$ cat config.mk
export PLATFORM = sky130hd
export DESIGN_NAME = clk_div_multi
export DESIGN_NICKNAME = d
export VERILOG_FILES = /design/src/rtl/clk_div_multi.sv
export SDC_FILE = /design/constraint.sdc
export NUM_CORES = 1
export LEC_CHECK = 0
export CORE_MARGIN = 3
export CORE_UTILIZATION = 55
export CTS_CLUSTER_DIAMETER = 200
export DETAILED_ROUTE_END_ITERATION = 8
export PLACE_DENSITY_LB_ADDON = 0.1
export SLEW_MARGIN = 20
export SYNTH_ARGS = -nofsm -noshare
export SYNTH_HDL_FRONTEND = slang
export SYNTH_SLANG_ARGS = --single-unit
export TNS_END_PERCENT = 100
$ cat constraint.sdc
create_clock -name clk_in -period 5.5 [get_ports clk_in]
set_input_delay 0.55 -clock clk_in [delete_from_list [all_inputs] [get_ports clk_in]]
set_output_delay 0.55 -clock clk_in [all_outputs]
set_load 0.02 [all_outputs]
$ cat src/rtl/clk_div_multi.sv
// clk_div_multi -- multi-channel, runtime-programmable clock divider.
//
// Each channel divides clk_in by a programmable ratio r (0 and 1 behave as 2).
// The divided clock stays low for ceil(r/2) cycles and then high for the rest
// of the period. A one-cycle tick marks the last cycle of every period. Ratio
// writes go to a shadow register and reach the counter only at a period
// boundary, so clk_out never glitches. A global sync pulse restarts every
// running channel at phase 0.
//
// Ports
//   clk_in    system clock, rising edge
//   rst_n     asynchronous active-low reset
//   ch_en     per-channel run enable (level)
//   sync      one-cycle pulse, restarts all running channels at phase 0
//   cfg_we    ratio write strobe
//   cfg_ch    channel addressed by the write (out-of-range writes are dropped)
//   cfg_div   new ratio
//   cfg_pend  per channel: ratio written but not yet applied
//   running   per channel: channel is counting (RUN or DRAIN)
//   clk_out   per channel: divided clock, registered
//   tick      per channel: high in the last cycle of each period, registered
//
// Channel FSM
//   state   | meaning
//   S_IDLE  | stopped, cnt held at 0, outputs low
//   S_RUN   | counting, enabled
//   S_DRAIN | enable dropped, finishing the current period, stops at the wrap

module clk_div_multi #(
    parameter int NUM_CH  = 2,
    parameter int DIV_W   = 8,
    parameter int DEF_DIV = 4,
    parameter int CH_W    = (NUM_CH > 1) ? $clog2(NUM_CH) : 1
) (
    input  logic              clk_in,
    input  logic              rst_n,
    input  logic [NUM_CH-1:0] ch_en,
    input  logic              sync,
    input  logic              cfg_we,
    input  logic [CH_W-1:0]   cfg_ch,
    input  logic [DIV_W-1:0]  cfg_div,
    output logic [NUM_CH-1:0] cfg_pend,
    output logic [NUM_CH-1:0] running,
    output logic [NUM_CH-1:0] clk_out,
    output logic [NUM_CH-1:0] tick
);

    typedef enum logic [1:0] {
        S_IDLE  = 2'd0,
        S_RUN   = 2'd1,
        S_DRAIN = 2'd2
    } state_t;

    localparam logic [DIV_W-1:0] DIV_ONE = DIV_W'(1);
    localparam logic [DIV_W-1:0] DIV_TWO = DIV_W'(2);

    for (genvar i = 0; i < NUM_CH; i++) begin : g_ch
        state_t           state, state_n;
        logic [DIV_W-1:0] cnt, cnt_n;
        logic [DIV_W-1:0] div_act, div_act_n;
        logic [DIV_W-1:0] shadow, shadow_n;
        logic             pend, pend_n;
        logic             clk_q, clk_n;
        logic             tick_q, tick_n;
        logic [DIV_W-1:0] r_cur, r_n;
        logic [DIV_W:0]   lo_n;
        logic             run_cur, run_n;
        logic             wrap, apply, wr_hit;

        // state register
        always_ff @(posedge clk_in or negedge rst_n) begin
            if (!rst_n) begin
                state   <= S_IDLE;
                cnt     <= '0;
                div_act <= DIV_W'(DEF_DIV);
                shadow  <= DIV_W'(DEF_DIV);
                pend    <= 1'b0;
                clk_q   <= 1'b0;
                tick_q  <= 1'b0;
            end else begin
                state   <= state_n;
                cnt     <= cnt_n;
                div_act <= div_act_n;
                shadow  <= shadow_n;
                pend    <= pend_n;
                clk_q   <= clk_n;
                tick_q  <= tick_n;
            end
        end

        // next-state logic
        always_comb begin
            state_n   = state;
            cnt_n     = cnt;
            run_cur   = (state != S_IDLE);
            r_cur     = (div_act < DIV_TWO) ? DIV_TWO : div_act;
            wrap      = run_cur && (cnt == r_cur - DIV_ONE);
            wr_hit    = cfg_we && (cfg_ch == CH_W'(i));
            apply     = (run_cur && (wrap || sync)) || ((state == S_IDLE) && pend);

            case (state)
                S_IDLE: begin
                    cnt_n = '0;
                    if (ch_en[i]) state_n = S_RUN;
                end
                S_RUN: begin
                    cnt_n = (sync || wrap) ? '0 : cnt + DIV_ONE;
                    // Enable dropped exactly on the last cycle: the period is
                    // already complete, so stop without another full period.
                    if (!ch_en[i]) state_n = (wrap && !sync) ? S_IDLE : S_DRAIN;
                end
                S_DRAIN: begin
                    cnt_n = (sync || wrap) ? '0 : cnt + DIV_ONE;
                    if (ch_en[i])          state_n = S_RUN;
                    else if (wrap && !sync) state_n = S_IDLE;
                end
                default: begin
                    state_n = S_IDLE;
                    cnt_n   = '0;
                end
            endcase

            // The old shadow is what gets applied; a same-cycle write keeps pend set.
            div_act_n = apply ? shadow : div_act;
            shadow_n  = wr_hit ? cfg_div : shadow;
            pend_n    = wr_hit ? 1'b1 : (apply ? 1'b0 : pend);
        end

        // output logic, evaluated on next-state values so the flops line up with cnt
        always_comb begin
            run_n  = (state_n != S_IDLE);
            r_n    = (div_act_n < DIV_TWO) ? DIV_TWO : div_act_n;
            lo_n   = ({1'b0, r_n} + (DIV_W+1)'(1)) >> 1;
            clk_n  = run_n && ({1'b0, cnt_n} >= lo_n);
            tick_n = run_n && (cnt_n == r_n - DIV_ONE);
        end

        assign cfg_pend[i] = pend;
        assign running[i]  = (state != S_IDLE);
        assign clk_out[i]  = clk_q;
        assign tick[i]     = tick_q;
    end

endmodule
After elaboration in Yosys (flattened, before gate mapping)
Cells that the tools add are included.

Add/subtract/negate cells: 8. Order comparisons: 6. Equal/unequal tests: 8. Mux-type cells: 26. Bitwise operators: 1. Reduce and logical (&&, ||, !) cells: 29.

Operators by type and width (number): two-way mux 8 bit (10); equality test 8 bit (4); < comparator 8 x 2 -> 1 bit, second input constant (4); subtractor 8 x 1 -> 8 bit, second input constant (4); two-way mux 2 bit (10); adder 8 x 1 -> 9 bit, second input constant (2); adder 8 x 1 -> 8 bit, second input constant (2); >= comparator 8 bit (2); logical AND 1 bit (14); one-hot mux 2 bit (3 select lines) (2); nonzero test 2 bit (6); equality test 2 x 1 -> 1 bit, second input constant (2); equality test 2 bit, second input constant (2); zero test 2 bit (2); logical OR 1 bit (4); two-way mux 1 bit (4); OR reduction 2 bit (2); zero test 1 bit (1); NOT 1 bit (1).

Bits in registers: 58. Input bits: 15. Output and inout port bits: 8. Logic and storage cells: 92.

Logic depth before layout (Yosys ltp)
Word-level depth: 14. Mapped depth: 28. Depth with buffers taken out: 26.

Least setup slack after synthesis
No wires, ideal clock.

Path type: reg-to-reg. From: register g_ch[0].div_act[3]. To: register g_ch[0].clk_q. Setup time: 0.119 ns. Arrival: 5.506 ns. Required time: 5.381 ns. Path slack: -0.125 ns. Stages on the path, launching flop included: 28. Buffers on the path: 2. Clock period less this slack: 5.625 ns. Path through: dfrtp_1 -> clkbuf_1 -> or4_1 -> o41ai_2 -> ha_1 -> or4b_1 -> o21ai_0 -> nor4b_2 -> o21ai_1 -> o31a_1 -> buf_4 -> mux2i_1 -> inv_1 -> a311oi_2 -> a21o_1 -> inv_1 -> ha_1 -> xor2_1 -> ha_1 -> a21o_1 -> a21o_1 -> a21o_1 -> a21oi_1 -> nor2b_1 -> o21ai_0 -> nand2b_1 -> a21oi_1 -> nor2_1.

Word-level cells in the longest chain between the ends: 14. Elaborated cells between the ends (all ways): 23. Those cells by class: 2 x add/sub; 3 x order compare; 1 x eq/ne; 10 x mux; 7 x reduce/logical.

Ends and longest elaborated chain: start: declaration (line 60) `logic [DIV_W-1:0] div_act, div_act_n;`; start signal: assignment (line 75) `div_act <= DIV_W'(DEF_DIV);`; start signal: assignment (line 83) `div_act <= div_act_n;`; < comparator 8 x 2 -> 1 bit (line 96) `r_cur = (div_act < DIV_TWO) ? DIV_TWO : div_act;`; two-way mux 8 bit (*) (line 96); subtractor 8 x 1 -> 8 bit (*) (line 97) `wrap = run_cur && (cnt == r_cur - DIV_ONE);`; equality test 8 bit (*) (line 97); logical AND 1 bit (*) (line 97); logical OR 1 bit (*) (line 99) `apply = (run_cur && (wrap || sync)) || ((state == S_IDLE) && pend);`; logical AND 1 bit (*) (line 99); logical OR 1 bit (*) (line 99); two-way mux 8 bit (*) (line 124) `div_act_n = apply ? shadow : div_act;`; named net g_ch[0].div_act_n[7] (line 60); < comparator 8 x 2 -> 1 bit (line 132) `r_n = (div_act_n < DIV_TWO) ? DIV_TWO : div_act_n;`; two-way mux 8 bit (*) (line 132); adder 8 x 1 -> 9 bit (*) (line 133) `lo_n = ({1'b0, r_n} + (DIV_W+1)'(1)) >> 1;`; >= comparator 8 bit (*) (line 134) `clk_n = run_n && ({1'b0, cnt_n} >= lo_n);`; logical AND 1 bit (*) (line 134); named net g_ch[0].clk_n (line 63) `logic clk_q, clk_n;`; end signal: assignment (line 86) `clk_q <= clk_n;`; end: declaration (line 63).

The timed path passes the listed nets; every way through them passes the cells marked *. A chain may end at the register's enable or synchronous reset.

Worst setup path in the final report
From: register g_ch[0].div_act[5]. To: register g_ch[0].clk_q.

The elaborated chain is that of the path after synthesis.

==> impl_metrics.py <==
metrics = {
    "logic_synthesis": {
        "synth_top_cell_area_share": 0.294,
        "avgSynthCellArea_um2": 9.40,
        "ys_seq_elements": 58,
        "synth_top_area_cell": "dfrtp_1",
        "synth_ff_type": "dfrtp_1",
        "syn_inst": 489,
        "ys_top_cells_by_area": "dfrtp_1 (29%), ha_1 (8.7%), xnor2_1 (6.9%)",
        "yosysWarnings": 0,
        "syn_nets": 536,
        "synth-seq-area-share": 0.317,
        "async_flop_share": 1.00,
        "synth-edff-count": 0,
        "syn_area_um2": 4600,
        "synth.distinct_cells": 71,
    },
    "power": {
        "powerDensity_nw_per_um2": 563,
        "clkPwrFrac": 0.126,
        "peakVddDrop_v": 0.000415,
        "power_mw": 3.07,
        "seqPwrFrac": 0.223,
        "intPower_mw": 1.69,
        "p_leak_nw": 2.36,
        "p_sw_mw": 1.38,
        "p_sw_frac": 0.450,
        "combPwrFrac": 0.651,
    },
    "global_route": {
        "grt_antenna_before_repair": 0,
        "grt_overflow": 0,
        "gr-usage-met2": 0.327,
        "grt_max_degree": 59,
        "grt_use_total": 0.237,
        "use_met1": 0.380,
        "grt_pass1_vias": 3632,
        "grtUsageMet3": 0.0345,
        "busiest_layer": "met1",
        "grt_pass1_wl_um": 18200,
    },
    "final_layout": {
        "syn_to_final_growth_pct": 18.6,
        "fin_nets": 583,
        "fillers": 654,
        "fin_area_um2": 5450,
        "layout_common_cells": "dfrtp_1 (54), nor2_1 (50), buf_4 (42), xnor2_1 (36)",
        "layout_commonest_cell": "dfrtp_1",
        "antennaDiodeCount": 0,
        "drive_gt1_frac": 0.235,
    },
    "place": {
        "hpwl_um": 8440,
        "port_buffers": 22,
        "dpl-instance-area_um2": 5060,
        "routabilityCongestion": 0.912,
    },
    "clocking": {
        "ctsHoldBuffers": 0,
        "clk_latency_ns": 0.35,
        "cts_root_buf": "clkbuf_8",
        "cts.htree.levels": 3,
        "cts_tree": "done",
        "clkTransAtPathRegs_ns": 0.06,
        "cts_buffers": 9,
        "clock-sinks": 58,
        "clock_path_buffers": 2,
    },
    "timing": {
        "min_period_over_period": 1.02,
        "fin_skew_ns": 0.0157,
        "fmaxAchievable_mhz": 178,
        "timing.slew.headroom": 0.448,
        "min_period_ns": 5.61,
        "worstMarginPinSlew_ns": 0.827,
        "finalHoldViolations": 0,
        "setup_viol": 1,
        "setup_slack_ns": -0.114,
        "slew_viol_final": 0,
        "rsz0062_at_grt": "true",
    },
    "routing": {
        "drc": 0,
        "post_drt_wl_per_cell_um": 17.4,
        "vias": 3772,
        "drtIter0Drc": 231,
        "wl_um": 11200,
        "dr.pass1.iters": 5,
        "avgViaCountPerCell": 5.87,
        "drt.antenna.violating_nets": 0,
    },
    "floorplanning": {
        "die_area_um2": 9490,
        "fp-row-count": 32,
        "initial_core_util": 0.580,
        "dieHeight_um": 97.4,
        "ios": 23,
        "dieWidth_um": 97.4,
        "core-area_um2": 7930,
    },
    "worst_setup_path": {
        "cp.arrival_ns": 5.83,
        "critPathKind": "reg -> reg",
        "critical_path_peak_fanout": 5,
        "end_kind": "flip-flop",
        "crit_required_ns": 5.72,
        "critPathLaunchType": "flip-flop",
    },
    "status": {
        "violations": "setup timing",
        "status": "finished with violations",
    },
    "flow_run": {
        "max_cap_viol_count": 0,
    },
    "hold_path": {
        "hold_class": "in -> async",
    },
}
==> per-layer routing <==
metal,wire length [um],vias up
met5,0,-
li1,-,1827
met4,121,0
met3,500,13
met2,4710,107
met1,5840,1825
==> power by group through the flow <==
| stage | combinational, mW | sequential (mW) | clock, mW |
|---|---|---|---|
| after floorplan | 1.39 | 0.624 | 0 |
| final | 2.00 | 0.685 | 0.387 |
| after global placement | 1.78 | 0.674 | 0 |
| after global routing | 2.19 | 0.696 | 0.413 |
| after detailed placement | 1.83 | 0.683 | 0 |
| after CTS | 1.87 | 0.675 | 0.395 |
==> registers in the layout (all words and copies together) (netlist names) <==
name          flops
g_ch.shadow      16
g_ch.tick_q       2
g_ch.clk_q        2
g_ch.pend         2
g_ch.cnt         16
g_ch.div_act     16
g_ch.state        4
==> path summary, 6_finish.rpt <==
path / from / endpoint / slack (ns) / cells after the start
max in group asynchronous: rst_n / g_ch[0].cnt[2]$_DFF_PN0_ / 4.66 / 2
hold reg to reg: g_ch[1].shadow[5]$_DFFE_PN0P_ / g_ch[1].shadow[5]$_DFFE_PN0P_ / 0.53 / 1
hold / removal: rst_n / g_ch[0].tick_q$_DFF_PN0_ / 0.35 / 2
setup / recovery: g_ch[0].div_act[5]$_DFF_PN0_ / g_ch[0].clk_q$_DFF_PN0_ / -0.11 / 25
min in group clk_in: g_ch[1].shadow[5]$_DFFE_PN0P_ / g_ch[1].shadow[5]$_DFFE_PN0P_ / 0.53 / 1
setup reg to reg: g_ch[0].div_act[5]$_DFF_PN0_ / g_ch[0].clk_q$_DFF_PN0_ / -0.11 / 25
==> logic make-up after synthesis <==
family / Yosys count / share of synthesized area
simple gates: 161 / 0.183
compound gates: 84 / 0.139
xor+xnor: 58 / 0.120
buf+inv: 58 / 0.0607
flops: 58 / 0.317
mux: 38 / 0.0931
fa+ha+maj: 32 / 0.0871
==> repair_timing <==
action	in CTS	in global routing
pin swaps	3	21
resized for setup	6	22
buffers inserted	1	7
endpoints found under the setup margin	2	2
==> synth_stat cells, types with 4 or more instances <==
cell type	n
xor2_1	19
buf_2	4
a21o_1	8
and3_1	5
inv_1	30
o211ai_1	5
nor2_1	50
dfrtp_1	54
xnor2_1	36
mux2i_1	14
a21oi_1	19
o21ai_0	15
nand2_1	20
nand3_1	15
clkbuf_1	12
or3_1	10
nor2b_1	6
nor3b_1	4
buf_4	9
dfstp_2	4
or2_2	5
nor3_1	17
mux2_2	21
nand2b_1	4
nor4_1	5
ha_1	32
==> critical path, cell delays in order, from the launching register on <==
cell,delay (ns)
dfrtp_1,0.37
or4_4,0.58
o41ai_4,0.34
ha_2,0.27
or4b_4,0.48
o21ai_2,0.15
nor4b_4,0.26
o21ai_2,0.14
o31a_1,0.35
mux2i_4,0.19
inv_2,0.07
a311oi_4,0.35
a21o_1,0.26
inv_2,0.07
ha_4,0.18
xor2_2,0.14
ha_1,0.28
a21o_1,0.17
a21o_1,0.15
a21o_1,0.16
a21oi_2,0.11
nor2b_1,0.05
o21ai_1,0.13
nand2b_1,0.07
a21oi_1,0.12
nor2_1,0.05
==> layout make-up <==
cell class,instances,area (um2),area share
Clock inverter,7,70.1,0.0128
Clock buffer,9,124,0.0227
Sequential cell,58,1460,0.267
Timing Repair Buffer,64,531,0.0973
Multi-Input combinational cell,373,3030,0.556
Inverter,30,113,0.0206
Tap cell,102,128,0.0234
==> metrics by stage <==
stage,utilization,setup TNS [ns],hold WS (ns),worst slack [ns],instances
2_1_floorplan,-,0,0.254,0.00149,489
3_3_place_gp,0.639,0,0.499,0.0614,619
3_5_place_dp,0.639,-0.140,0.512,-0.140,619
4_1_cts,0.668,-0.0140,0.376,-0.0140,636
5_1_grt,0.688,-0.431,0.421,-0.409,643
6_report,0.688,-0.114,0.351,-0.114,643
(Power assumes the default switching activity.)
